### src/rtl/cpu_pkg.sv
// Shared encodings for the MIPS control path: opcodes, funct codes, ALU
// operations, datapath select values and the multicycle state set.
package cpu_pkg;

    localparam logic [5:0] OP_RTYPE = 6'b000000;
    localparam logic [5:0] OP_J     = 6'b000010;
    localparam logic [5:0] OP_JAL   = 6'b000011;
    localparam logic [5:0] OP_BEQ   = 6'b000100;
    localparam logic [5:0] OP_ADDI  = 6'b001000;
    localparam logic [5:0] OP_LW    = 6'b100011;
    localparam logic [5:0] OP_SW    = 6'b101011;

    localparam logic [5:0] FN_ADD = 6'b100000;
    localparam logic [5:0] FN_SUB = 6'b100010;
    localparam logic [5:0] FN_AND = 6'b100100;
    localparam logic [5:0] FN_OR  = 6'b100101;
    localparam logic [5:0] FN_SLT = 6'b101010;

    localparam logic [3:0] ALU_AND = 4'd0;
    localparam logic [3:0] ALU_OR  = 4'd1;
    localparam logic [3:0] ALU_ADD = 4'd2;
    localparam logic [3:0] ALU_SUB = 4'd6;
    localparam logic [3:0] ALU_SLT = 4'd7;

    localparam logic [1:0] ARGB_RT     = 2'd0;
    localparam logic [1:0] ARGB_FOUR   = 2'd1;
    localparam logic [1:0] ARGB_IMM    = 2'd2;
    localparam logic [1:0] ARGB_IMM_SH = 2'd3;

    localparam logic [1:0] PCN_ALU    = 2'd0;
    localparam logic [1:0] PCN_ALUOUT = 2'd1;
    localparam logic [1:0] PCN_JUMP   = 2'd2;

    localparam logic [1:0] DST_RT  = 2'd0;
    localparam logic [1:0] DST_RD  = 2'd1;
    localparam logic [1:0] DST_R31 = 2'd2;

    localparam logic [1:0] RES_ALUOUT = 2'd0;
    localparam logic [1:0] RES_MDR    = 2'd1;
    localparam logic [1:0] RES_PC     = 2'd2;

    typedef enum logic [3:0] {
        S_FETCH, S_DECODE, S_MEMADR, S_MEMRD, S_MEMWB, S_MEMWR,
        S_EXEC, S_ALUWB, S_ADDIEX, S_BRANCH, S_JUMP, S_ERR
    } state_t;

    // States that hold a memory request open and count wait cycles.
    function automatic logic is_mem_state(input state_t s);
        return (s == S_FETCH) || (s == S_MEMRD) || (s == S_MEMWR);
    endfunction

endpackage

### src/rtl/mc_contr_if.sv
// Controller-to-datapath/memory bundle: decode fields and memory ack in,
// mux selects, write strobes and memory request out.
interface mc_contr_if;

    logic [5:0] op_c;
    logic [5:0] funct;
    logic       zero;
    logic       mem_ack;
    logic       mem_req;
    logic       mem_we;
    logic       iord_c;
    logic       ir_we;
    logic       mdr_we;
    logic       pc_we;
    logic [1:0] pc_next_c;
    logic       argA_c;
    logic [1:0] argB_c;
    logic       ext_c;
    logic [3:0] alu_c;
    logic       we_c;
    logic [1:0] dest_reg_c;
    logic [1:0] result_c;

    modport master (
        input  op_c, funct, zero, mem_ack,
        output mem_req, mem_we, iord_c, ir_we, mdr_we, pc_we, pc_next_c,
               argA_c, argB_c, ext_c, alu_c, we_c, dest_reg_c, result_c
    );

    modport slave (
        output op_c, funct, zero, mem_ack,
        input  mem_req, mem_we, iord_c, ir_we, mdr_we, pc_we, pc_next_c,
               argA_c, argB_c, ext_c, alu_c, we_c, dest_reg_c, result_c
    );

endinterface

### src/rtl/mc_contr_alu_dec.sv
// R-type funct to ALU operation decoder, shared with the single-cycle control.
module alu_dec
    import cpu_pkg::*;
(
    input  logic [5:0] funct,
    output logic [3:0] alu_c,
    output logic       illegal
);

    // Map each supported funct to its ALU code; anything else is illegal.
    always_comb begin
        alu_c   = ALU_ADD;
        illegal = 1'b0;
        case (funct)
            FN_ADD:  alu_c = ALU_ADD;
            FN_SUB:  alu_c = ALU_SUB;
            FN_AND:  alu_c = ALU_AND;
            FN_OR:   alu_c = ALU_OR;
            FN_SLT:  alu_c = ALU_SLT;
            default: illegal = 1'b1;
        endcase
    end

endmodule

### src/rtl/mc_contr.sv
// Multicycle MIPS control FSM: one datapath sub-step per clock, with a
// req/ack memory handshake guarded by a wait-state timeout.
module mc_contr
    import cpu_pkg::*;
#(
    parameter int TIMEOUT_CYC = 255,
    parameter int CNT_W       = 8
) (
    input  logic      clk,
    input  logic      reset,
    mc_contr_if.master bus,
    output logic      busy,
    output logic      err
);

    localparam logic [CNT_W-1:0] TMO    = CNT_W'(TIMEOUT_CYC);
    localparam logic             TMO_EN = (TIMEOUT_CYC != 0);

    state_t           state_r;
    logic [CNT_W-1:0] cnt_r;
    logic             addi_r;
    logic [3:0]       fn_alu_s;
    logic             fn_illegal_s;
    logic             mem_state_s;
    logic             timeout_s;

    alu_dec u_alu_dec (
        .funct   (bus.funct),
        .alu_c   (fn_alu_s),
        .illegal (fn_illegal_s)
    );

    assign mem_state_s = is_mem_state(state_r);
    assign timeout_s   = TMO_EN && mem_state_s && !bus.mem_ack && (cnt_r == TMO);

    // State sequencing, wait counter and the addi write-back flag.
    always_ff @(posedge clk) begin
        if (reset) begin
            state_r <= S_FETCH;
            cnt_r   <= '0;
            addi_r  <= 1'b0;
        end else begin
            // Every mem state is entered from a non-waiting cycle, so clearing
            // on anything but a stalled request covers "clear on entry".
            if (mem_state_s && !bus.mem_ack) begin
                if (cnt_r != {CNT_W{1'b1}}) begin
                    cnt_r <= cnt_r + CNT_W'(1);
                end
            end else begin
                cnt_r <= '0;
            end

            case (state_r)
                S_FETCH: begin
                    if (bus.mem_ack)    state_r <= S_DECODE;
                    else if (timeout_s) state_r <= S_ERR;
                end
                S_DECODE: begin
                    case (bus.op_c)
                        OP_LW, OP_SW: state_r <= S_MEMADR;
                        OP_RTYPE: begin
                            state_r <= S_EXEC;
                            addi_r  <= 1'b0;
                        end
                        OP_ADDI: begin
                            state_r <= S_ADDIEX;
                            addi_r  <= 1'b1;
                        end
                        OP_BEQ:       state_r <= S_BRANCH;
                        OP_J, OP_JAL: state_r <= S_JUMP;
                        default:      state_r <= S_ERR;
                    endcase
                end
                S_MEMADR: state_r <= (bus.op_c == OP_SW) ? S_MEMWR : S_MEMRD;
                S_MEMRD: begin
                    if (bus.mem_ack)    state_r <= S_MEMWB;
                    else if (timeout_s) state_r <= S_ERR;
                end
                S_MEMWB: state_r <= S_FETCH;
                S_MEMWR: begin
                    if (bus.mem_ack)    state_r <= S_FETCH;
                    else if (timeout_s) state_r <= S_ERR;
                end
                S_EXEC:   state_r <= fn_illegal_s ? S_ERR : S_ALUWB;
                S_ALUWB:  state_r <= S_FETCH;
                S_ADDIEX: state_r <= S_ALUWB;
                S_BRANCH: state_r <= S_FETCH;
                S_JUMP:   state_r <= S_FETCH;
                S_ERR:    state_r <= S_ERR;
                default:  state_r <= S_ERR;
            endcase
        end
    end

    // Moore decode of the current state; the ack-qualified strobes are the
    // only paths from mem_ack, and reset forces everything low immediately.
    always_comb begin
        bus.mem_req    = 1'b0;
        bus.mem_we     = 1'b0;
        bus.iord_c     = 1'b0;
        bus.ir_we      = 1'b0;
        bus.mdr_we     = 1'b0;
        bus.pc_we      = 1'b0;
        bus.pc_next_c  = PCN_ALU;
        bus.argA_c     = 1'b0;
        bus.argB_c     = ARGB_RT;
        bus.ext_c      = 1'b0;
        bus.alu_c      = ALU_AND;
        bus.we_c       = 1'b0;
        bus.dest_reg_c = DST_RT;
        bus.result_c   = RES_ALUOUT;
        busy           = 1'b0;
        err            = 1'b0;
        if (!reset) begin
            busy = 1'b1;
            case (state_r)
                S_FETCH: begin
                    bus.mem_req = 1'b1;
                    bus.argB_c  = ARGB_FOUR;
                    bus.alu_c   = ALU_ADD;
                    bus.ir_we   = bus.mem_ack;
                    bus.pc_we   = bus.mem_ack;
                end
                S_DECODE: begin
                    bus.argB_c = ARGB_IMM_SH;
                    bus.ext_c  = 1'b1;
                    bus.alu_c  = ALU_ADD;
                end
                S_MEMADR, S_ADDIEX: begin
                    bus.argA_c = 1'b1;
                    bus.argB_c = ARGB_IMM;
                    bus.ext_c  = 1'b1;
                    bus.alu_c  = ALU_ADD;
                end
                S_MEMRD: begin
                    bus.mem_req = 1'b1;
                    bus.iord_c  = 1'b1;
                    bus.mdr_we  = bus.mem_ack;
                end
                S_MEMWB: begin
                    bus.we_c     = 1'b1;
                    bus.result_c = RES_MDR;
                end
                S_MEMWR: begin
                    bus.mem_req = 1'b1;
                    bus.mem_we  = 1'b1;
                    bus.iord_c  = 1'b1;
                end
                S_EXEC: begin
                    bus.argA_c = 1'b1;
                    bus.alu_c  = fn_alu_s;
                end
                S_ALUWB: begin
                    bus.we_c       = 1'b1;
                    bus.dest_reg_c = addi_r ? DST_RT : DST_RD;
                end
                S_BRANCH: begin
                    bus.argA_c    = 1'b1;
                    bus.alu_c     = ALU_SUB;
                    bus.pc_we     = bus.zero;
                    bus.pc_next_c = PCN_ALUOUT;
                end
                S_JUMP: begin
                    bus.pc_we     = 1'b1;
                    bus.pc_next_c = PCN_JUMP;
                    if (bus.op_c == OP_JAL) begin
                        bus.we_c       = 1'b1;
                        bus.dest_reg_c = DST_R31;
                        bus.result_c   = RES_PC;
                    end else begin
                        bus.we_c = 1'b0;
                    end
                end
                S_ERR: begin
                    busy = 1'b0;
                    err  = 1'b1;
                end
                default: begin
                    busy = 1'b0;
                    err  = 1'b1;
                end
            endcase
        end else begin
            busy = 1'b0;
        end
    end

endmodule

### src/flat_wrapper.sv
// flat-port wrapper written by rule: the top's interface ports become plain ports
module mc_contr_flat import cpu_pkg::*;
#(
    parameter int TIMEOUT_CYC = 255,
    parameter int CNT_W       = 8
)
  (clk, reset, busy, err, bus_op_c, bus_funct, bus_zero, bus_mem_ack, bus_mem_req, bus_mem_we, bus_iord_c, bus_ir_we, bus_mdr_we, bus_pc_we, bus_pc_next_c, bus_argA_c, bus_argB_c, bus_ext_c, bus_alu_c, bus_we_c, bus_dest_reg_c, bus_result_c);
  mc_contr_if bus_i ();
  input  logic clk;
  input  logic reset;
  output logic busy;
  output logic err;
  input wire logic [$bits(bus_i.op_c)-1:0] bus_op_c;
  input wire logic [$bits(bus_i.funct)-1:0] bus_funct;
  input wire logic [$bits(bus_i.zero)-1:0] bus_zero;
  input wire logic [$bits(bus_i.mem_ack)-1:0] bus_mem_ack;
  output wire logic [$bits(bus_i.mem_req)-1:0] bus_mem_req;
  output wire logic [$bits(bus_i.mem_we)-1:0] bus_mem_we;
  output wire logic [$bits(bus_i.iord_c)-1:0] bus_iord_c;
  output wire logic [$bits(bus_i.ir_we)-1:0] bus_ir_we;
  output wire logic [$bits(bus_i.mdr_we)-1:0] bus_mdr_we;
  output wire logic [$bits(bus_i.pc_we)-1:0] bus_pc_we;
  output wire logic [$bits(bus_i.pc_next_c)-1:0] bus_pc_next_c;
  output wire logic [$bits(bus_i.argA_c)-1:0] bus_argA_c;
  output wire logic [$bits(bus_i.argB_c)-1:0] bus_argB_c;
  output wire logic [$bits(bus_i.ext_c)-1:0] bus_ext_c;
  output wire logic [$bits(bus_i.alu_c)-1:0] bus_alu_c;
  output wire logic [$bits(bus_i.we_c)-1:0] bus_we_c;
  output wire logic [$bits(bus_i.dest_reg_c)-1:0] bus_dest_reg_c;
  output wire logic [$bits(bus_i.result_c)-1:0] bus_result_c;
  assign bus_i.op_c = bus_op_c;
  assign bus_i.funct = bus_funct;
  assign bus_i.zero = bus_zero;
  assign bus_i.mem_ack = bus_mem_ack;
  assign bus_mem_req = bus_i.mem_req;
  assign bus_mem_we = bus_i.mem_we;
  assign bus_iord_c = bus_i.iord_c;
  assign bus_ir_we = bus_i.ir_we;
  assign bus_mdr_we = bus_i.mdr_we;
  assign bus_pc_we = bus_i.pc_we;
  assign bus_pc_next_c = bus_i.pc_next_c;
  assign bus_argA_c = bus_i.argA_c;
  assign bus_argB_c = bus_i.argB_c;
  assign bus_ext_c = bus_i.ext_c;
  assign bus_alu_c = bus_i.alu_c;
  assign bus_we_c = bus_i.we_c;
  assign bus_dest_reg_c = bus_i.dest_reg_c;
  assign bus_result_c = bus_i.result_c;
  mc_contr #(.TIMEOUT_CYC(TIMEOUT_CYC), .CNT_W(CNT_W)) u_core (.clk(clk), .reset(reset), .bus(bus_i), .busy(busy), .err(err));
endmodule
### config.mk
export PLATFORM = sky130hd
export DESIGN_NAME = mc_contr_flat
export DESIGN_NICKNAME = d
export VERILOG_FILES = /design/src/rtl/cpu_pkg.sv /design/src/rtl/mc_contr_if.sv /design/src/rtl/mc_contr_alu_dec.sv /design/src/rtl/mc_contr.sv /design/src/flat_wrapper.sv
export SDC_FILE = /design/constraint.sdc
export NUM_CORES = 1
export LEC_CHECK = 0
export BUFFER_PORTS_ARGS = -buffer_cell sky130_fd_sc_hd__buf_2
export CAP_MARGIN = 20
export CORE_MARGIN = 3
export CORE_UTILIZATION = 25
export DETAILED_ROUTE_END_ITERATION = 10
export PLACE_DENSITY = 0.53
export SKIP_CTS_REPAIR_TIMING = 1
export SLEW_MARGIN = 20
export SYNTH_ARGS = -nofsm -noshare
export SYNTH_HDL_FRONTEND = slang
export SYNTH_SLANG_ARGS = --single-unit
### constraint.sdc
create_clock -name clk -period 2.63 [get_ports clk]
set_input_delay 0.1315 -clock clk [delete_from_list [all_inputs] [get_ports clk]]
set_output_delay 0.1315 -clock clk [all_outputs]
set_load 0.01 [all_outputs]
# [Yosys cells after proc, flatten, opt, wreduce, memory -nomap -nowiden]
# Index checks and enable logic that the tools add are counted.
[op_classes] add_sub_neg=1 n_eq_ne=23 mux=45 bitwise_logic=1 reduce_logical=22
[ops] cell="6-bit equality test (second input constant)" count=7
[ops] cell="4-bit one-hot mux with 8 select lines" count=1
[ops] cell="4-bit 2-to-1 mux" count=6
[ops] cell="1-bit 2-to-1 mux" count=22
[ops] cell="4-bit one-hot mux with 5 select lines" count=1
[ops] cell="4-bit by 3-bit equality test with 1-bit output (second input constant)" count=4
[ops] cell="4-bit equality test (second input constant)" count=3
[ops] cell="6-bit by 2-bit equality test with 1-bit output (second input constant)" count=2
[ops] cell="2-bit one-hot mux with 2 select lines" count=3
[ops] cell="3-bit one-hot mux with 4 select lines" count=1
[ops] cell="2-bit OR reduction" count=6
[ops] cell="4-bit OR reduction" count=3
[ops] cell="11-bit OR reduction" count=1
[ops] cell="2-bit 2-to-1 mux" count=5
[ops] cell="3-bit one-hot mux with 3 select lines" count=1
[ops] cell="8-bit by 1-bit adder with 8-bit output (second input constant)" count=1
[ops] cell="4-bit by 2-bit equality test with 1-bit output (second input constant)" count=2
[ops] cell="8-bit equality test (second input constant)" count=1
[ops] cell="8-bit != test (second input constant)" count=1
[ops] cell="6-bit by 3-bit equality test with 1-bit output (second input constant)" count=1
[ops] cell="6-bit by 4-bit equality test with 1-bit output (second input constant)" count=1
[ops] cell="6-bit zero test" count=1
[ops] cell="2-bit one-hot mux with 3 select lines" count=1
[ops] cell="3-bit OR reduction" count=2
[ops] cell="other kinds (12)" count=15
[totals] ff_bits=13 in_bits=16 out_inout_bits=23 elab_cells=95

# [Depth between registers and ports, before layout]
# Gate-level depths: netlist (run 1).
[logic_depth] depth_word=8 mapped_depth=5 ltp_nobuf=5

# [Modules after synthesis]
# From an unflattened synthesis (run 1), not the netlist that was laid out.
[unflattened] cells_unflattened=169 hier_area_um2=1231.2
[modules_own_cells] mod="mc_contr" n_inst=1 cells_each=157 area_each_um2=1136.1 seq_area_each_um2=260.2
[modules_own_cells] mod="alu_dec" n_inst=1 cells_each=12 area_each_um2=95.1 seq_area_each_um2=0.0

# [Worst setup path after synthesis (run 1)]
# OpenSTA, ideal clock, no wires.
[synth_path] kind="register to output" start="register u_core.state_r[3]" end="output port bus_ir_we" t_arrival_ns=1.292 required_time_ns=2.499 slack_ns=1.207 path_stages_with_launch=4 path_buffers=0 cell_sequence="dfxtp_1 -> or2_2 -> or3b_1 -> nor3_1"
[synth_via] elab_chain_len=3
[synth_rtl] item="from (decl)" line="mc_contr.sv:19" text="state_t state_r;"
[synth_rtl] item="from (signal assigned)" line="mc_contr.sv:74" text="S_MEMADR: state_r <= (bus.op_c == OP_SW) ? S_MEMWR : S_MEMRD;"
[synth_rtl] item="from (signal assigned)" line="mc_contr.sv:84" text="S_EXEC: state_r <= fn_illegal_s ? S_ERR : S_ALUWB;"
[synth_rtl] item="4-bit zero test" line="mc_contr.sv:116" text="case (state_r)"
[synth_rtl] item="1-bit 2-to-1 mux" line="mc_contr.sv:116"
[synth_rtl] item="1-bit 2-to-1 mux" line="mc_contr.sv:114" text="if (!reset) begin"
[synth_rtl] item="to (decl)" line="flat_wrapper.sv:20" text="output wire logic [$bits(bus_i.ir_we)-1:0] bus_ir_we;"
# No other way between the ends.

# [Final worst setup path (run 1)]
[layout_path] start="register u_core.state_r[1]" end="output port bus_we_c"
[layout_via] elab_chain_len=4 elab_cells_between_ends=6 cone_classes="eq/ne: 3; mux: 2; reduce/logical: 1"
[layout_rtl] item="4-bit by 3-bit equality test with 1-bit output" line="mc_contr.sv:116"
[layout_rtl] item="2-bit OR reduction (no line)"
[layout_rtl] item="1-bit one-hot mux with 2 select lines *" line="mc_contr.sv:116"
[layout_rtl] item="1-bit 2-to-1 mux *" line="mc_contr.sv:114"
[layout_rtl] item="to (decl)" line="flat_wrapper.sv:28" text="output wire logic [$bits(bus_i.we_c)-1:0] bus_we_c;"
# Mark *: on every way between the ends. The rest lies on a longest branch, timed or not.

==> results.md, run 1 <==
- The number of vias after detailed routing is 1,285.
- The clock reaches the later pin of the worst-skew pair after 240 ps.
- In this run, the number of DRC markers left after iteration 0 of detailed routing was 116.
- The total wire length is 3160 microns.
- Across all register-to-register paths, the minimum setup slack is 820 ps.
- Summed over all failing endpoints, the final setup total negative slack is 0 ps.
- The design draws 1.05 mW.
- The cell count after synthesis came out at 159.
- The register area is 260 sq um.
- Headroom to the max-slew limit came out at 46.6%.
- In this run the tool buffered the top-level ports with 37 buffer cells.
- Setup repair after global routing left no endpoint under its margin.
- The type of the most critical hold path is input pin to flip-flop.
- The wire length of the first global-routing pass is 5440 microns.
- OpenSTA, run right after detailed placement, puts the worst setup slack at 732 ps.
- Cells fill 31.3% of the core in the end.
- The maximum operating frequency is 469 MHz.
- The congestion estimate from routability-driven global placement came to 0.794.
- The part of the Yosys area used for sequential elements is 21.0%.
- The share of layout cells above drive strength 1 is 26.0%.
- The clock passes through at most 2 buffers.
- The die outline area is 0.00585 sq mm.
- The overall routing resource usage is 10.8%.
- Entering global routing, the biggest net connects 24 pins.
- The number of nets in the layout is 210.
- The number of I/O pins is 39.
- The worst clock skew is 1.47 ps.
- The number of failing setup endpoints in the final timing report is 0.
- The diode insertion count for antenna repair is 0.
- At the pin with the least slew margin, the transition time is 799 ps.
- The worst reg2reg path depth is 4.
- The most used flip-flop cell after synthesis is sky130_fd_sc_hd__dfxtp_1.
- The post-placement cell count is 255.
- Once detail routing completed, the nets flagged for antenna violations numbered 0.
- The most critical setup path has its startpoint at u_core.state_r[1]$_SDFF_PP0_.
- Once detailed placement completed, the half-perimeter wirelength came to 2490 microns.
- The post-synthesis cell area is 0.00124 sq mm.
- The count of pins over their slew limit came to 0.
- With fillers left out, the area of the finished cells amounts to 0.00149 sq mm.
- The floorplan die width is 76.5 microns.
- The filler cells instantiated in the layout total 537.
- The number of H-tree levels is 1.
- The peak supply drop is 0.205 mV.
- The number of stages on the worst hold path is 3.
- The number of global-route vias before repair is 1,185.
- The synthesized design contains 13 register bits.
- After layout, the worst path uses 81.1% of the clock period.
- CTS saw 13 sinks.
- The number of buffers inserted during clock tree synthesis is 3.
- For this design the total switching power over the nets is 464 uW.
- TritonCTS built the clock tree.
- The worst hold path begins at bus_op_c[3].
- The number of failing hold endpoints at the final stage is 0.
- The worst hold path terminates at u_core.addi_r$_SDFFE_PP0P_.
- Cell internal power was estimated by the tool at 582 uW.
- The worst register-to-register path begins at u_core.state_r[1]$_SDFF_PP0_.
- The share of power burned in registers is 33.5%.
- Leaving out filler cells and counting taps, the final layout contains 259.
- STA puts the critical path data required time at 2500 ps.
- The worst setup slack after layout is 497 ps.
- The footprint of the multi-input gates is 897 sq um.
- Net switching is 44.3% of the power.
- The arrival time reported for the critical path endpoint is 2000 ps.
- The proportion of power drawn by combinational gates is 49.6%.
- The total overflow left after global routing is 0.
- The largest fanout on the critical path is 20.
- The initial antenna violation count was 0.
- Counting flops with a built-in enable in the synthesized netlist gives 0.
- The core area is 0.00475 sq mm.
- In this run the core area contains 25 standard-cell rows.
- For this run, the detailed router's first-pass iteration total came to 4.
- For this run, asynchronously set or reset flops after synthesis account for 0%.
- STA classifies the critical path endpoint as an output pin.
- The final-layout worst hold slack is 230 ps.
- The endpoint of the lowest-slack register-to-register path is u_core.cnt_r[2]$_SDFFE_PP0N_.
- The total placed instance area is 0.00144 sq mm.
- A synthesized cell averages 7.81 sq um.
- The area growth from synthesis to layout is 19.8%.
- The kind of launch point of the worst setup path is a flip-flop.
- Dividing the detail-routed wire length by the instance count gives 12.2 microns.
- The initial utilization of the core area, before any placement, comes to 26.1%.
- Yosys mapped the design onto 60 distinct sky130hd cell types.
- The yosys synthesis warning count is 0.
- The total power density per cell area is 704 mW/mm^2.
- The die outline height is 76.5 microns.
- Across the run, the number of max-cap violations was 0.
- After detailed routing, the number of remaining DRC violations is 0.
- The cell sitting at the root of the clock tree is a sky130_fd_sc_hd__clkbuf_8.
- The net count of the mapped netlist is 176.
- The proportion of power drawn by the clock network is 16.9%.
- The vias per cell is 4.96.
- The flow ran to the end, and the final reports show no timing, DRC or antenna violations.
- The leakage dissipation is 0.635 nW.
- The critical path is of the flip-flop to output pin type.
- The clock period minus final worst setup slack is 2130 ps.
- The clock-pin slew reported for the worst setup and hold paths after clock tree synthesis is 60 ps.
flip-flops by register name, indices dropped and copies added, names as in the netlist:
register / count
u_core.state_r: 4
u_core.addi_r: 1
u_core.cnt_r: 8
placed cells by master (no fill, tap or decap), types with 4 or more instances in the layout:
cell	count
sky130_fd_sc_hd__a21oi_1	4
sky130_fd_sc_hd__and2_1	4
sky130_fd_sc_hd__and3_1	4
sky130_fd_sc_hd__buf_2	37
sky130_fd_sc_hd__dfxtp_1	13
sky130_fd_sc_hd__mux2i_1	5
sky130_fd_sc_hd__nand2_1	9
sky130_fd_sc_hd__nand2b_1	5
sky130_fd_sc_hd__nand3_1	6
sky130_fd_sc_hd__nand4b_1	4
sky130_fd_sc_hd__nor2_1	21
sky130_fd_sc_hd__nor2b_1	4
sky130_fd_sc_hd__nor3_1	4
sky130_fd_sc_hd__xor2_1	7
how the worst max path moves through the flow:
stage / endpoint / cells after the start
3_3_place_gp: bus_we_c / 5
3_5_place_dp: bus_we_c / 5
5_1_grt: bus_we_c / 5
2_1_floorplan: bus_ir_we / 3
4_1_cts: bus_we_c / 5
6_report: bus_we_c / 5
critical path, stage by stage (launching register included):
cell	delay, ps
sky130_fd_sc_hd__dfxtp_1	760
sky130_fd_sc_hd__nand2b_2	200
sky130_fd_sc_hd__nor3_2	260
sky130_fd_sc_hd__and4_1	250
sky130_fd_sc_hd__o21bai_1	130
sky130_fd_sc_hd__buf_2	160
layer usage:
layer  track usage [%]  routed length (microns)  vias up
li1                  -                        -      656
met1              16.1                     1570      592
met2              16.1                     1420       35
met3              1.89                      140        2
met4              2.17                       27        0
met5                 0                        0        -
cell type report:
type,count,share of cell area [%]
sequential,13,17.5
tap,67,5.64
timing repair buffer,38,13.0
multi-input combinational,135,60.4
clock buffer,4,3.03
inverter,2,0.505
cell usage after synthesis, types with 2 or more instances:
library cell	n	area [sq um]
sky130_fd_sc_hd__nor2b_1	4	25.0
sky130_fd_sc_hd__a31oi_1	3	18.8
sky130_fd_sc_hd__a21oi_1	4	20.0
sky130_fd_sc_hd__nor4_1	2	12.5
sky130_fd_sc_hd__nand2b_1	5	31.3
sky130_fd_sc_hd__and2_1	4	25.0
sky130_fd_sc_hd__nor3_1	4	20.0
sky130_fd_sc_hd__nor2_4	2	22.5
sky130_fd_sc_hd__nand3_1	6	30.0
sky130_fd_sc_hd__a21o_1	2	15.0
sky130_fd_sc_hd__xor2_1	7	61.3
sky130_fd_sc_hd__buf_4	3	22.5
sky130_fd_sc_hd__nand2_1	9	33.8
sky130_fd_sc_hd__clkbuf_8	2	27.5
sky130_fd_sc_hd__nor2_1	21	78.8
sky130_fd_sc_hd__a21boi_0	2	15.0
sky130_fd_sc_hd__nand4_1	3	18.8
sky130_fd_sc_hd__and3_1	4	25.0
sky130_fd_sc_hd__or2b_1	2	15.0
sky130_fd_sc_hd__buf_2	3	15.0
sky130_fd_sc_hd__o21ai_0	3	15.0
sky130_fd_sc_hd__inv_1	2	7.51
sky130_fd_sc_hd__mux2i_1	5	50.1
sky130_fd_sc_hd__o211ai_1	2	15.0
sky130_fd_sc_hd__o21ai_1	2	10.0
sky130_fd_sc_hd__nor3b_1	3	22.5
sky130_fd_sc_hd__dfxtp_1	13	260
sky130_fd_sc_hd__nand4b_1	4	35.0
sky130_fd_sc_hd__and4_1	2	17.5
power by group through the flow:
| stage | combinational, mW | clock (mW) | sequential (mW) |
|---|---|---|---|
| after detailed placement | 0.519 | 0 | 0.353 |
| after floorplan | 0.494 | 0 | 0.258 |
| after global placement | 0.525 | 0 | 0.351 |
| after global routing | 0.578 | 0.190 | 0.363 |
| final | 0.519 | 0.177 | 0.351 |
| after CTS | 0.521 | 0.178 | 0.350 |
cell families (layout without fill, tap and decap cells):
kind of cell    count (synthesis)  count (layout)  share of synthesized area [%]
mux                             5               5                           4.03
other cells                     1               1                          0.302
xor+xnor                        7               7                           4.94
compound gates                 32              32                           18.1
flops                          13              13                           21.0
fa+ha+maj                       1               1                           1.01
simple gates                   89              89                           43.9
buf+inv                        11              44                           6.75
Power figures use the tool's default switching activity.
==> inputs of run 2 (changes only) <==
- ABC_AREA: unset -> 1
- PLACE_DENSITY: 0.53 -> 0.55
- clock period: 2.63 -> 1.8 ns (I/O delays scaled with it)
==> run 2 against run 1 <==
Final cell count rose by 16%. Largest cell class unchanged. Worst setup slack got worse by 360 ps. Sequential power rose by 7.1%. Combinational power rose by 39%. Critical path type unchanged. Final area fell by 1.5%. Clock skew fell by 0.61 ps.
==> results.md, run 2 <==
- The flow ran to the end, and the final reports show no timing, DRC or antenna violations.
- The number of nets in the layout is 266.
- In this run the count of I/O pins placed on the die edge is 39.
- The leakage dissipation is 0.815 nW.
- The start-to-end type of the worst setup path is flip-flop to output pin.
- Setup repair after global routing left no endpoint under its margin.
- The initial antenna violation count was 0.
- Dividing the detail-routed wire length by the instance count gives 10.6 microns.
- The number of buffers inserted during clock tree synthesis is 3.
- The floorplan die width is 74.8 microns.
- The worst hold path was traced through 4 stages.
- The largest individual stage delay along the critical path comes from the cell sky130_fd_sc_hd__dfxtp_1.
- By area the synthesized netlist is led by sky130_fd_sc_hd__dfxtp_1, sky130_fd_sc_hd__nand2_1, sky130_fd_sc_hd__nor2_1.
- After detailed routing, the number of remaining DRC violations is 0.
- The launch instance of the worst register-to-register path is u_core.cnt_r[0]$_SDFFE_PP0N_.
- The count of input and output buffers is 37.
- Ranked by instance count, the synthesized netlist is headed by sky130_fd_sc_hd__nand2_1, sky130_fd_sc_hd__nor2_1, sky130_fd_sc_hd__inv_1.
- The maximum operating frequency is 600 MHz.
- The overall routing resource usage is 12.1%.
- The routability congestion estimate is 0.821.
- The sequential cells in the finished layout cover a total of 262 sq um.
- The clock-pin slew reported for the worst setup and hold paths after clock tree synthesis is 60 ps.
- The die outline height is 74.8 microns.
- At the end of the flow the core is filled with cells to 32.7%.
- The total power is 1.36 mW.
- The floorplan step defined a die boundary enclosing 0.00560 sq mm.
- The leading cell type in the layout, fill and taps excluded is sky130_fd_sc_hd__nand2_1.
- The fraction of synthesized cell area taken by the top area cell type is 22.0%.
- The detail route stage leaves a number of antenna-violating nets equal to 0.
- For this configuration, the core starts out at a cell density of 26.5%.
- The number of enable flip-flop cells after synthesis is 0.
- The worst clock skew is 0.860 ps.
- The maximum clock path buffer count is 2.
- The vias per cell is 4.51.
- The synthesized area per cell is 5.64 sq um.
- The number of failing hold endpoints at the final stage was 0.
- STA classifies the critical path startpoint as a flip-flop.
- Data on the critical path arrives at its endpoint at 1580 ps.
- The iteration-0 DRC count of the detailed router is 25.
- In this run the most critical hold path is launched from bus_mem_ack.
- The number of vias after detailed routing is 1,352.
- The estimated wirelength of the detail-placed design is 2620 microns.
- The dominant register cell in the synthesized netlist is sky130_fd_sc_hd__dfxtp_1.
- The routed design could run at a clock period as short as 1670 ps.
- The register with the most flip-flops in the layout has 8 of them.
- For this run, the number of Yosys warnings is 0.
- The clock insertion delay at the later pin of the skew report is 240 ps.
- Setup violations remaining at the end of the flow were counted as 0.
- The number of distinct library cell variants in the gate-level netlist after synthesis is 30.
- The data required time of the worst path is 1710 ps.
- In this run, synthesis produced a sequential element count of 13.
- The count of pins over their slew limit is 0.
- Summed over all instances, the cell type with the most area after synthesis is sky130_fd_sc_hd__dfxtp_1.
- The part of the Yosys area used for sequential elements is 22.0%.
- The end point of the most critical hold path is u_core.state_r[3]$_SDFF_PP0_.
- The number of max-cap violations is 0.
- The largest registers in the layout are u_core.cnt_r (8), u_core.state_r (4), u_core.addi_r (1).
- The global route total overflow is 0.
- Setup slack on the worst reg-to-reg path comes out at 400 ps.
- The largest fanout on the critical path is 4.
- The cell with the most instances after synthesis is sky130_fd_sc_hd__nand2_1.
- The worst slack at placement is 398 ps.
- The setup TNS is 0 ps.
- The count of clock tree sinks is 13.
- The number of H-tree levels is 1.
- The number of global-route vias before repair is 1,281.
- The total wire length is 3180 microns.
- The net count of the mapped netlist is 227.
- The worst reg2reg path depth is 7.
- The first-pass detailed-route iteration total is 4.
- In this run the cell area of the synthesized design comes to 0.00118 sq mm.
- The cell count after synthesis is 210.
- The finished cells cover 0.00146 sq mm.
- The number of fill cells is 530.
- The share of synthesized registers carrying an async set or reset is 0%.
- Across the VDD grid, the largest voltage drop is 0.300 mV.
- The share of layout cells above drive strength 1 is 25.4%.
- The row count is 24.
- The buffer cell driving the clock tree root is sky130_fd_sc_hd__clkbuf_8.
- In the post-route analysis, the smallest setup slack over all paths is 134 ps.
- Entering global routing, the biggest net connects 17 pins.
- The critical path's largest stage delay is 350 ps.
- The total power density per cell area is 927 mW/mm^2.
- Traced cell by cell, the critical path runs through inv_2 > nand2_1 > nor2_2 > inv_2 > nor2_2 > nand4_2 > o22ai_2 > buf_2.
- The top register by number of flip-flops is u_core.cnt_r.
- The share of the cycle needed by the critical path after routing is 92.6%.
- TritonCTS built the clock tree.
- The endpoint of the lowest-slack register-to-register path is u_core.cnt_r[3]$_SDFFE_PP0N_.
- The type of destination of the critical path is an output pin.
- The floorplan step defined a core boundary enclosing 0.00447 sq mm.
- The area overhead of the layout relative to synthesis is 23.7%.
- The number of antenna diodes in the final layout is 0.
- The type of the most critical hold path is input pin to flip-flop.
- The footprint of the multi-input gates is 798 sq um.
- The library cells used most frequently in the layout, excluding fill and tap cells, are sky130_fd_sc_hd__nand2_1, sky130_fd_sc_hd__nor2_1, sky130_fd_sc_hd__buf_2, sky130_fd_sc_hd__inv_1, sky130_fd_sc_hd__nand3_1.
- After detailed placement, the total cell area comes to 0.00142 sq mm.
- The first global-routing pass estimated 5370 microns of wire.
==> run 2: per-stage QoR <==
| step | hold slack (ps) | std cells |
|---|---|---|
| CTS | 200 | 300 |
| detailed placement | 463 | 296 |
| global placement | 463 | 296 |
| global route | 219 | 300 |
| finish | 202 | 300 |
| floorplan | 267 | 210 |
==> run 2: per-layer routing <==
metal | wire [microns] | GRT usage (%) | vias to the layer above
met5 | 0 | 0 | -
met1 | 1500 | 15.0 | 589
met3 | 113 | 2.54 | 4
met4 | 25 | 2.57 | 0
met2 | 1540 | 21.6 | 26
li1 | - | - | 733
==> run 2: worst max-delay path by stage <==
stage | depth (start not counted) | end | start | slack [ps]
2_1_floorplan | 7 | u_core.cnt_r[3]$_SDFFE_PP0N_ | u_core.cnt_r[0]$_SDFFE_PP0N_ | 540
3_3_place_gp | 7 | bus_alu_c[0] | u_core.state_r[1]$_SDFF_PP0_ | 400
3_5_place_dp | 7 | u_core.cnt_r[3]$_SDFFE_PP0N_ | u_core.cnt_r[0]$_SDFFE_PP0N_ | 400
4_1_cts | 7 | bus_alu_c[0] | u_core.state_r[1]$_SDFF_PP0_ | 130
5_1_grt | 8 | bus_alu_c[0] | u_core.state_r[3]$_SDFF_PP0_ | 4
6_report | 8 | bus_alu_c[0] | u_core.state_r[3]$_SDFF_PP0_ | 130
==> run 2: kinds of logic (layout without fill, tap and decap cells) <==
kind of cell,after synthesis,after routing,synth area share (%)
xor+xnor,2,2,1.48
buf+inv,32,70,10.6
simple gates,147,147,57.2
flops,13,13,22.0
other cells,1,1,0.317
fa+ha+maj,1,1,1.06
compound gates,14,14,7.40
==> run 2: final cells by class <==
class | instances | area share, %
clock buffer | 4 | 3.08
inverter | 29 | 7.44
multi-input combinational | 165 | 54.5
sequential | 13 | 17.9
tap | 52 | 4.44
timing repair buffer | 37 | 12.6
==> run 2: critical path, delay by kind of cell, from the launching register on <==
family,cells,cell delay (ps)
AOI/OAI and AO/OA,1,110
buffers and inverters,3,310
DFF,1,350
and+or+nand+nor,4,570
==> run 2: report_power, final <==
group / internal (mW) / switching (mW) / total (mW)
logic: 0.253 / 0.467 / 0.720
clock network: 0.156 / 0.104 / 0.261
registers: 0.328 / 0.0475 / 0.376
total: 0.737 / 0.619 / 1.36
==> inputs of run 3 (changes only) <==
- PLACE_DENSITY: 0.55 -> 0.53
- TNS_END_PERCENT: unset -> 30
- clock period: 1.8 -> 1.83 ns (I/O delays scaled with it)
==> run 3 against run 2 <==
Worst hold slack better by 19 ps. First-iteration DRC count up 100%. Combinational power shrank 2%. Die area unchanged. Wire length up 0.69%. Clock skew increased by 3.5 ps. Count of clock-buffer cells in the layout unchanged. Non-clock buffer count did not move. Critical endpoint is now bus_alu_c[1].
==> results.md, run 3 (synthesized netlist as in run 2, its figures left out) <==
- The final route contains 1,329 vias.
- Pin placement for this block handled 39 I/O pins.
- The peak supply drop is 0.259 mV.
- The number of placed instances, taps included, is 296.
- The floorplan die width is 74.8 microns.
- The setup TNS is 0 ps.
- Buffers inserted during clock tree synthesis total 3.
- Setup repair after global routing left no endpoint under its margin.
- The count of clock tree sinks is 13.
- The internal power consumption is 725 uW.
- The number of global-route vias before repair came to 1,218.
- The per-cell routed wire length is 10.7 microns.
- The top cell types in the final layout, fill and taps aside, are sky130_fd_sc_hd__nand2_1, sky130_fd_sc_hd__nor2_1, sky130_fd_sc_hd__buf_2, sky130_fd_sc_hd__inv_1, sky130_fd_sc_hd__nand3_1.
- The run finished with clean final reports.
- For this run, the post-layout net count is 266.
- Derived from the worst setup path, the maximum achievable clock frequency is 610 MHz.
- Net switching is 45.7% of the power.
- The first global-routing pass estimated 5460 microns of wire.
- STA puts the critical path data arrival time at 1550 ps.
- The total power density per cell area is 912 mW/mm^2.
- Once detail routing completed, the nets flagged for antenna violations numbered 0.
- The type of destination of the critical path is an output pin.
- The buffer cell driving the clock tree root is sky130_fd_sc_hd__clkbuf_8.
- The leading cell type in the layout, fill and taps excluded is sky130_fd_sc_hd__nand2_1.
- Once layout is complete, the utilization of the core stands at 32.7%.
- The proportion of power drawn by combinational gates is 52.7%.
- 0 antenna diodes ended up in the layout.
- The maximum clock path buffer count is 2.
- The register with the most flip-flops in the layout has 8 of them.
- After the first detailed-routing iteration, the DRC count stood at 50.
- The share of power burned in registers is 27.8%.
- The number of failing hold endpoints at the final stage is 0.
- The overall routing resource usage is 12.3%.
- The type of the most critical hold path is input pin to flip-flop.
- In the final layout, the registers with the most flip-flops are u_core.cnt_r (8), u_core.state_r (4), u_core.addi_r (1).
- Of the cells placed in the final design, the portion with a size suffix greater than 1 is 25.4%.
- The floorplan step defined a die boundary enclosing 0.00560 sq mm.
- The vias per cell is 4.43.
- The floorplan step set the die height to 74.8 microns.
- For the worst setup path, the data required time is 1740 ps.
- The share of total power dissipated in the clock network is 19.5%.
- The power spent charging and discharging nets is 610 uW.
- The first-pass detailed-route iteration total is 4.
- The total wire length is 3200 microns.
- The core area is 0.00447 sq mm.
- The congestion estimate from routability-driven global placement came to 0.833.
- Counting the fill cells in the layout gives 503.
- The largest fanout on the critical path is 4.
- The floorplan has 24 rows.
- The final-layout worst hold slack is 221 ps.
- The clock period minus final worst setup slack is 1640 ps.
- The estimated wirelength of the detail-placed design is 2660 microns.
- The start-to-end type of the worst setup path is flip-flop to output pin.
- The number of H-tree levels is 1.
- The number of failing setup endpoints in the final timing report is 0.
- In this run the static leakage power is 0.815 nW.
- The number of max-cap violations is 0.
- The effective utilization at floorplan is 26.5%.
- The maximum number of pins on one net before global-route repair is 17.
- Dividing the final minimum period by the clock period gives 89.5%.
- The clock tree from TritonCTS is yes.
- The clock insertion delay at the later pin of the skew report is 240 ps.
- The global route total overflow is 0.
- The number of cells in the finished layout apart from fillers is 300.
- On the final layout, the worst clock skew is 4.37 ps.
- The kind of launch point of the worst setup path is a flip-flop.
- The count of input and output buffers is 37.
- The clock-pin slew reported for the worst setup and hold paths after clock tree synthesis is 60 ps.
- The count of pins over their slew limit is 0.
- The total DRC errors in the routed layout is 0.
- The finished cells cover 0.00146 sq mm.
- The area overhead of the layout relative to synthesis is 23.7%.
- More flip-flops sit in one register than any other, and that register is u_core.cnt_r.
- The initial antenna violation count is 0.
- The placed instances occupy a cell area of 0.00142 sq mm.
==> run 3: cell counts in the layout (fill, tap and decap cells not counted) <==
No cell type changed its count.
==> run 3: area by class of cell <==
type / count / area, sq um / share of cell area, %
clock buffer: 4 / 45.0 / 3.08
inverter: 29 / 109 / 7.44
multi-input combinational: 165 / 798 / 54.5
sequential: 13 / 262 / 17.9
tap: 52 / 65.1 / 4.44
timing repair buffer: 37 / 185 / 12.6
==> run 3: power by group through the flow <==
| stage | Sequential (mW) | Clock (mW) | Combinational, mW |
|---|---|---|---|
| detailed placement | 0.376 | 0 | 0.709 |
| floorplan | 0.365 | 0 | 0.510 |
| global route | 0.381 | 0.290 | 0.801 |
| CTS | 0.370 | 0.273 | 0.711 |
| global placement | 0.374 | 0 | 0.712 |
| finish | 0.371 | 0.260 | 0.704 |
==> run 3: per-stage QoR <==
step	power (mW)	worst slack, ps
2_1_floorplan	0.874	567
3_3_place_gp	1.09	395
3_5_place_dp	1.09	397
4_1_cts	1.35	122
5_1_grt	1.47	48.2
6_report	1.33	192
==> run 3: path summary, 6_finish.rpt <==
check | start | end | slack, ps | depth (start not counted)
worst min register to register | u_core.addi_r$_SDFFE_PP0P_ | u_core.addi_r$_SDFFE_PP0P_ | 500 | 2
worst max register to register | u_core.cnt_r[0]$_SDFFE_PP0N_ | u_core.cnt_r[3]$_SDFFE_PP0N_ | 430 | 7
worst max-delay path | u_core.state_r[2]$_SDFF_PP0_ | bus_alu_c[1] | 190 | 6
worst min-delay path | bus_mem_ack | u_core.state_r[3]$_SDFF_PP0_ | 220 | 4
==> run 3: per-layer routing <==
metal | GRT usage [%] | up-vias | wire, microns
li1 | - | 733 | -
met1 | 16.4 | 570 | 1570
met2 | 20.8 | 26 | 1520
met3 | 2.40 | 0 | 106
met4 | 2.37 | 0 | 0
met5 | 0 | - | 0
==> run 3: worst max-delay path, stage by stage, from the launching register on <==
cell and delay, ps:
sky130_fd_sc_hd__dfxtp_1 400, sky130_fd_sc_hd__inv_1 110, sky130_fd_sc_hd__nand2_1 140, sky130_fd_sc_hd__nor2_2 70, sky130_fd_sc_hd__o21ai_0 300, sky130_fd_sc_hd__nand4_1 130, sky130_fd_sc_hd__buf_2 150
